[src/rtl/tape_recorder.sv]
// Cassette capture path: decodes the PLA CASS_OUT pulse stream into framed bytes
// and writes them sequentially into the SDRAM tape region over a req/ready port.
module tape_recorder #(
   parameter int unsigned CNT_W      = 12,
   parameter int unsigned THRESH     = 24,
   parameter int unsigned TIMEOUT    = 200,
   parameter int unsigned FIFO_DEPTH = 4
) (
   input  logic        clk,
   input  logic        reset,
   input  logic        ce_meas,
   input  logic        arm,
   input  logic        cass,
   input  logic        sdram_available,
   input  logic        sdram_ready,
   output logic [15:0] addr,
   output logic [7:0]  data,
   output logic        req,
   output logic [15:0] length,
   output logic        recording,
   output logic        overflow,
   output logic        full
);

   localparam int unsigned PTR_W  = $clog2(FIFO_DEPTH);
   localparam int unsigned FCNT_W = PTR_W + 1;

   localparam logic [CNT_W-1:0]  CNT_MAX   = '1;
   localparam logic [CNT_W-1:0]  THRESH_C  = CNT_W'(THRESH);
   localparam logic [CNT_W-1:0]  TIMEOUT_C = CNT_W'(TIMEOUT);
   localparam logic [FCNT_W-1:0] FIFO_CAP  = FCNT_W'(FIFO_DEPTH);
   localparam logic [15:0]       ADDR_LAST = 16'hFFFF;

   localparam logic [1:0] S_IDLE  = 2'd0;
   localparam logic [1:0] S_DATA  = 2'd1;
   localparam logic [1:0] S_STOP1 = 2'd2;
   localparam logic [1:0] S_STOP2 = 2'd3;

   // ---------------------------------------------------------------
   // Input conditioning and cycle measurement
   // ---------------------------------------------------------------
   logic             cass_m, cass_s, cass_d;
   logic             arm_q, arm_rise;
   logic             rise, edge_pend, edge_hit;
   logic [CNT_W-1:0] cnt, cnt_inc;
   logic             primed, half;
   logic             sym, is_long, timeout;
   logic             bit_ok, bit_val, frame_err;

   assign rise     = cass_s & ~cass_d;
   assign arm_rise = arm & ~arm_q;
   assign edge_hit = ce_meas & (edge_pend | rise);
   assign cnt_inc  = (cnt == CNT_MAX) ? cnt : cnt + CNT_W'(1);
   assign is_long  = (cnt >= THRESH_C);
   assign timeout  = ce_meas & ~edge_hit & (cnt_inc == TIMEOUT_C) & (cnt != TIMEOUT_C);

   // A symbol needs a previous edge as reference; the first edge only primes.
   assign sym       = arm & edge_hit & primed;
   assign bit_ok    = sym & (is_long != half);
   assign bit_val   = ~is_long;
   assign frame_err = sym & is_long & half;

   always_ff @(posedge clk) begin
      if (reset) begin
         cass_m    <= 1'b0;
         cass_s    <= 1'b0;
         cass_d    <= 1'b0;
         arm_q     <= 1'b0;
         edge_pend <= 1'b0;
         cnt       <= '0;
         primed    <= 1'b0;
         half      <= 1'b0;
      end else begin
         cass_m <= cass;
         cass_s <= cass_m;
         cass_d <= cass_s;
         arm_q  <= arm;

         if (ce_meas)
            edge_pend <= 1'b0;
         else if (rise)
            edge_pend <= 1'b1;

         if (arm_rise)
            cnt <= '0;
         else if (ce_meas)
            cnt <= edge_hit ? CNT_W'(1) : cnt_inc;

         if (!arm || arm_rise || timeout) begin
            primed <= 1'b0;
            half   <= 1'b0;
         end else begin
            if (edge_hit)
               primed <= 1'b1;
            // half marks one short cycle seen, waiting for its partner
            if (sym)
               half <= ~is_long & ~half;
         end
      end
   end

   // ---------------------------------------------------------------
   // Framer FSM
   // ---------------------------------------------------------------
   logic [1:0] state, state_nxt;
   logic [7:0] shreg, shreg_nxt;
   logic [2:0] bitcnt, bitcnt_nxt;
   logic       push;

   always_ff @(posedge clk) begin
      if (reset) begin
         state  <= S_IDLE;
         shreg  <= '0;
         bitcnt <= '0;
      end else begin
         state  <= state_nxt;
         shreg  <= shreg_nxt;
         bitcnt <= bitcnt_nxt;
      end
   end

   // A framing error returns to IDLE without treating its bit 0 as a start bit.
   always_comb begin
      state_nxt  = state;
      shreg_nxt  = shreg;
      bitcnt_nxt = bitcnt;
      push       = 1'b0;
      if (!arm || arm_rise || timeout || frame_err) begin
         state_nxt = S_IDLE;
      end else if (bit_ok) begin
         case (state)
            S_IDLE: begin
               if (!bit_val) begin
                  state_nxt  = S_DATA;
                  bitcnt_nxt = '0;
               end
            end
            S_DATA: begin
               shreg_nxt  = {shreg[6:0], bit_val};
               bitcnt_nxt = bitcnt + 3'd1;
               if (bitcnt == 3'd7)
                  state_nxt = S_STOP1;
            end
            S_STOP1: state_nxt = bit_val ? S_STOP2 : S_IDLE;
            S_STOP2: begin
               state_nxt = S_IDLE;
               push      = bit_val;
            end
            default: state_nxt = S_IDLE;
         endcase
      end
   end

   // ---------------------------------------------------------------
   // Byte FIFO between framer and writer
   // ---------------------------------------------------------------
   logic [7:0]        mem [FIFO_DEPTH];
   logic [PTR_W-1:0]  wr_ptr, rd_ptr;
   logic [FCNT_W-1:0] fcount;
   logic              fifo_empty, fifo_full, push_ok, drop_ovf, pop;

   assign fifo_empty = (fcount == '0);
   assign fifo_full  = (fcount == FIFO_CAP);
   assign push_ok    = push & ~full & ~fifo_full;
   assign drop_ovf   = push & ~full & fifo_full;
   assign pop        = req & sdram_ready & ~arm_rise;

   always_ff @(posedge clk) begin
      if (reset || arm_rise) begin
         wr_ptr <= '0;
         rd_ptr <= '0;
         fcount <= '0;
      end else begin
         if (push_ok)
            wr_ptr <= wr_ptr + PTR_W'(1);
         if (pop)
            rd_ptr <= rd_ptr + PTR_W'(1);
         case ({push_ok, pop})
            2'b10:   fcount <= fcount + FCNT_W'(1);
            2'b01:   fcount <= fcount - FCNT_W'(1);
            default: fcount <= fcount;
         endcase
      end
   end

   always_ff @(posedge clk) begin
      if (push_ok)
         mem[wr_ptr] <= shreg;
   end

   // ---------------------------------------------------------------
   // SDRAM writer
   // ---------------------------------------------------------------
   logic commit, last_commit, full_after;

   assign commit      = req & sdram_ready;
   assign last_commit = commit & (addr == ADDR_LAST);
   assign full_after  = ~arm_rise & (full | last_commit);

   always_ff @(posedge clk) begin
      if (reset) begin
         addr      <= '0;
         data      <= '0;
         req       <= 1'b0;
         length    <= '0;
         recording <= 1'b0;
         overflow  <= 1'b0;
         full      <= 1'b0;
      end else begin
         recording <= arm & ~full_after;
         if (arm_rise) begin
            addr     <= '0;
            length   <= '0;
            overflow <= 1'b0;
            full     <= 1'b0;
            req      <= 1'b0;
         end else begin
            if (drop_ovf)
               overflow <= 1'b1;
            if (last_commit)
               full <= 1'b1;
            if (req) begin
               if (sdram_ready) begin
                  req <= 1'b0;
                  if (!last_commit)
                     addr <= addr + 16'd1;
                  if (length != ADDR_LAST)
                     length <= length + 16'd1;
               end
            end else if (!fifo_empty && !full && sdram_available) begin
               data <= mem[rd_ptr];
               req  <= 1'b1;
            end
         end
      end
   end

endmodule

[config.mk]
export PLATFORM = sky130hd
export DESIGN_NAME = tape_recorder
export DESIGN_NICKNAME = d
export VERILOG_FILES = /design/src/rtl/tape_recorder.sv
export SDC_FILE = /design/constraint.sdc
export NUM_CORES = 1
export LEC_CHECK = 0
export BUFFER_PORTS_ARGS = -buffer_cell sky130_fd_sc_hd__buf_2
export CAP_MARGIN = 20
export CORE_MARGIN = 4
export CORE_UTILIZATION = 39
export CTS_BUF_LIST = sky130_fd_sc_hd__clkbuf_8
export DETAILED_ROUTE_END_ITERATION = 10
export GPL_TIMING_DRIVEN = 0
export PLACE_DENSITY = 0.66
export RECOVER_POWER = 100
export SYNTH_ARGS = -nofsm -noshare
export SYNTH_HDL_FRONTEND = slang
export SYNTH_SLANG_ARGS = --single-unit
[constraint.sdc]
create_clock -name clk -period 4.8 [get_ports clk]
set_input_delay 0.96 -clock clk [delete_from_list [all_inputs] [get_ports clk]]
set_output_delay 0.96 -clock clk [all_outputs]
set_load 0.02 [all_outputs]
==> flow_metrics.py <==
metrics = {
    "run_status": {
        "status": "complete, but fails checks",
        "violations": "max-capacitance violations, max-slew violations",
    },
    "critical_path": {
        "worstPathMaxFanout": 8,
        "crit_slowest_cell": "nor4_4",
        "critPathMostFrequentCell": "inv_1",
        "cp-end-kind": "flop",
        "r2r_start": "cnt[6]",
        "rrSetupSlack_ps": 1280,
        "crit_arrival_ps": 3880,
        "cp-startpoint": "cnt[6]",
        "worst-r2r-cell-count": 15,
        "cp_top_family": "simple AND/OR/NAND/NOR gates",
        "reg2reg_to": "fcount[2]",
        "start_kind": "flop",
        "crit_buf_inv": 4,
        "required_ps": 5160,
        "path_class": "reg2reg",
        "path_cells": "clkbuf_1, a211oi_1, nand3b_1, inv_1, ha_1, and4_1, o211ai_1, nor4_4, inv_1, ha_1, inv_1, fa_1, xor2_1, or3_1, a21oi_1",
        "critPathMaxStageDelay_ps": 450,
        "cp.depth": 15,
    },
    "clocking": {
        "cts_tree": "built",
        "clk_pin_slew_ps": 60,
        "numCtsBuffers": 17,
        "cts_max_level": 4,
        "cts_resized": 0,
        "postCtsSetupBuffers": 0,
        "root_buffer": "clkbuf_8",
        "clock-sinks": 115,
        "clock_path_buffers": 2,
        "hold_buffers": 0,
        "clkLatencyLatePin_ps": 430,
    },
    "synth": {
        "syn_nets": 528,
        "synth_async_sr_flop_share_pct": 0,
        "synth_edf_count": 32,
        "ys_seq_area_share_pct": 50.0,
        "syn_area_um2": 5250,
        "synth_seq_cells": 115,
        "ys_warn_count": 0,
        "synthDistinctLibCells": 61,
        "synth-main-ff-cell": "dfxtp_1",
        "syn_avg_cell_area_um2": 10.3,
        "synth_cells": 508,
    },
    "power_and_ir_drop": {
        "seqPwrFrac_pct": 49.4,
        "p_switching_uw": 407,
        "clkPwrFrac_pct": 48.6,
        "total_leakage_power_nw": 2.01,
        "power.density_nw_per_um2": 334,
        "combPwrFrac_pct": 2.0,
        "internal-power_mw": 1.61,
        "peakVddDrop_mv": 0.176,
        "swShare_pct": 20.2,
    },
    "placement": {
        "gp_congestion": 0.872,
        "pre_cts_ws_ps": 1390,
        "placed_area_um2": 5720,
        "port_buffers": 50,
        "dp_hpwl_um": 7970,
    },
    "drt": {
        "drtAntennaViolNets": 0,
        "drtPass1Iterations": 4,
        "drt-initial-drc-count": 288,
        "wl_per_cell_um": 15.0,
        "dr_total_vias": 3967,
        "routed_via_density": 5.18,
        "drt-total-wl_um": 11500,
        "drc_errors": 0,
    },
    "global_route": {
        "track_usage_pct": 16.0,
        "grt_remaining_overflow": 0,
        "met3_usage_pct": 5.86,
        "grt_util_met1_pct": 19.9,
        "grt_pass1_wl_um": 19100,
        "grt-busiest-layer": "met2",
        "first_global_vias": 3939,
        "grt_max_degree": 17,
        "antenna_found_initial": 0,
        "grt_use_met2_pct": 25.4,
    },
    "min_path": {
        "hold_class": "reg2reg",
        "min_from": "cass_s",
        "min_to": "cass_d",
        "min_delay_path_depth": 1,
    },
    "run": {
        "cap_violations": 1,
    },
    "sta": {
        "slew_viol_final": 1,
        "fin_crit_sh_pct": 73.3,
        "setup_slack_ps": 1280,
        "rsz0062_at_grt": "false",
        "hold_slack_ps": 462,
        "worst_pin_slew_ps": 1500,
        "fin_worst_skew_ps": 10.8,
        "fin_crit_ps": 3520,
        "hold_viol_final": 0,
        "setup_violations": 0,
        "timing.slew.headroom_pct": -0.724,
        "clock.fmax_mhz": 284,
        "fin_tns_setup_ps": 0,
    },
    "cells_and_area": {
        "drive_above_1_share_pct": 9.15,
        "n_antenna_cell": 0,
        "final_cell_area_um2": 6040,
        "area.growth.synth_to_final_pct": 15.1,
        "nets": 597,
    },
    "floorplan": {
        "core_um2": 13200,
        "die_area_um2": 15400,
        "boundaryPins": 51,
        "rows": 42,
        "initial_utilization_pct": 39.8,
        "die_h_um": 124,
        "die_width_um": 124,
    },
}
==> power by group through the flow <==
stage / Sequential, mW / Clock (mW) / Combinational [mW]
2_1_floorplan: 1.02 / 0 / 0.0263
5_1_grt: 0.996 / 1.05 / 0.0458
6_report: 0.996 / 0.981 / 0.0404
3_3_place_gp: 1.02 / 0 / 0.0424
4_1_cts: 0.996 / 1.01 / 0.0432
3_5_place_dp: 1.02 / 0 / 0.0430
==> cells in the mapped netlist, drive strengths merged (10+ instances only) <==
library cell	instances	area [um2]
inv	16	60.1
xnor2	29	254
dfxtp	83	1660
edfxtp	32	961
nand2	26	97.6
mux2i	18	180
o21ai	11	55.1
nor3	20	100
nand4	13	87.6
a211oi	14	105
nand3	17	85.1
nor4	14	130
a21oi	26	134
clkbuf	12	46.3
buf	10	67.6
ha	12	150
nor2	68	255
==> area by class of cell <==
cell class | count | area [um2]
clock buffer | 17 | 234
inverter | 16 | 60.1
buffer | 22 | 96.3
tap | 176 | 220
timing repair buffer | 50 | 191
clock inverter | 15 | 201
fill | 1279 | 7150
sequential | 115 | 2620
multi-input combinational | 355 | 2410
==> through the flow <==
stage          util [%]  power, mW  instances
2_1_floorplan         -       1.04        508
3_3_place_gp       43.3       1.06        734
3_5_place_dp       43.3       1.06        734
4_1_cts            46.6       2.04        766
5_1_grt            45.8       2.09        766
6_report           45.8       2.02        766
==> cells by family (layout without fill, tap and decap cells) <==
family,Yosys count,in the layout,synth area share (%)
fa+ha+maj,13,13,3.24
xor+xnor,37,37,6.18
flops,115,115,50.0
mux,27,27,7.08
simple gates,201,201,20.3
buf+inv,38,120,3.32
compound gates,77,77,9.90
==> placed cells by master (no fill, tap or decap), types with 18 or more instances in the layout <==
master | Yosys | final
a21oi_1 | 25 | 26
mux2i_1 | 18 | 18
inv_1 | 16 | 21
nor2_1 | 68 | 68
clkbuf_1 | 11 | 62
xnor2_1 | 29 | 29
nor3_1 | 20 | 20
dfxtp_1 | 83 | 83
edfxtp_1 | 32 | 32
nand2_1 | 26 | 26
==> worst max-delay path by stage <==
| stage | endpoint | slack [ps] |
|---|---|---|
| after CTS | fcount[2] | 1380 |
| final | fcount[2] | 1280 |
| after global routing | fcount[2] | 940 |
| after detailed placement | fcount[2] | 1390 |
| after floorplan | fcount[2] | 1750 |
| after global placement | fcount[2] | 1460 |
==> registers in the layout (all words and copies together), names as in the netlist, 2 cells and up <==
| signal | cells |
|---|---|
| mem | 32 |
| addr | 16 |
| length | 16 |
| cnt | 12 |
| data | 8 |
| shreg | 8 |
| bitcnt | 3 |
| fcount | 3 |
| rd_ptr | 2 |
| state | 2 |
| wr_ptr | 2 |
==> layer usage <==
metal | wire, um | vias to the layer above | share of wire (%)
li1 | - | 1987 | -
met1 | 5170 | 1863 | 45
met2 | 5380 | 96 | 47
met3 | 688 | 21 | 6.0
met4 | 222 | 0 | 1.9
met5 | 0 | - | 0
No activity file was read; power rests on OpenSTA's default activity.
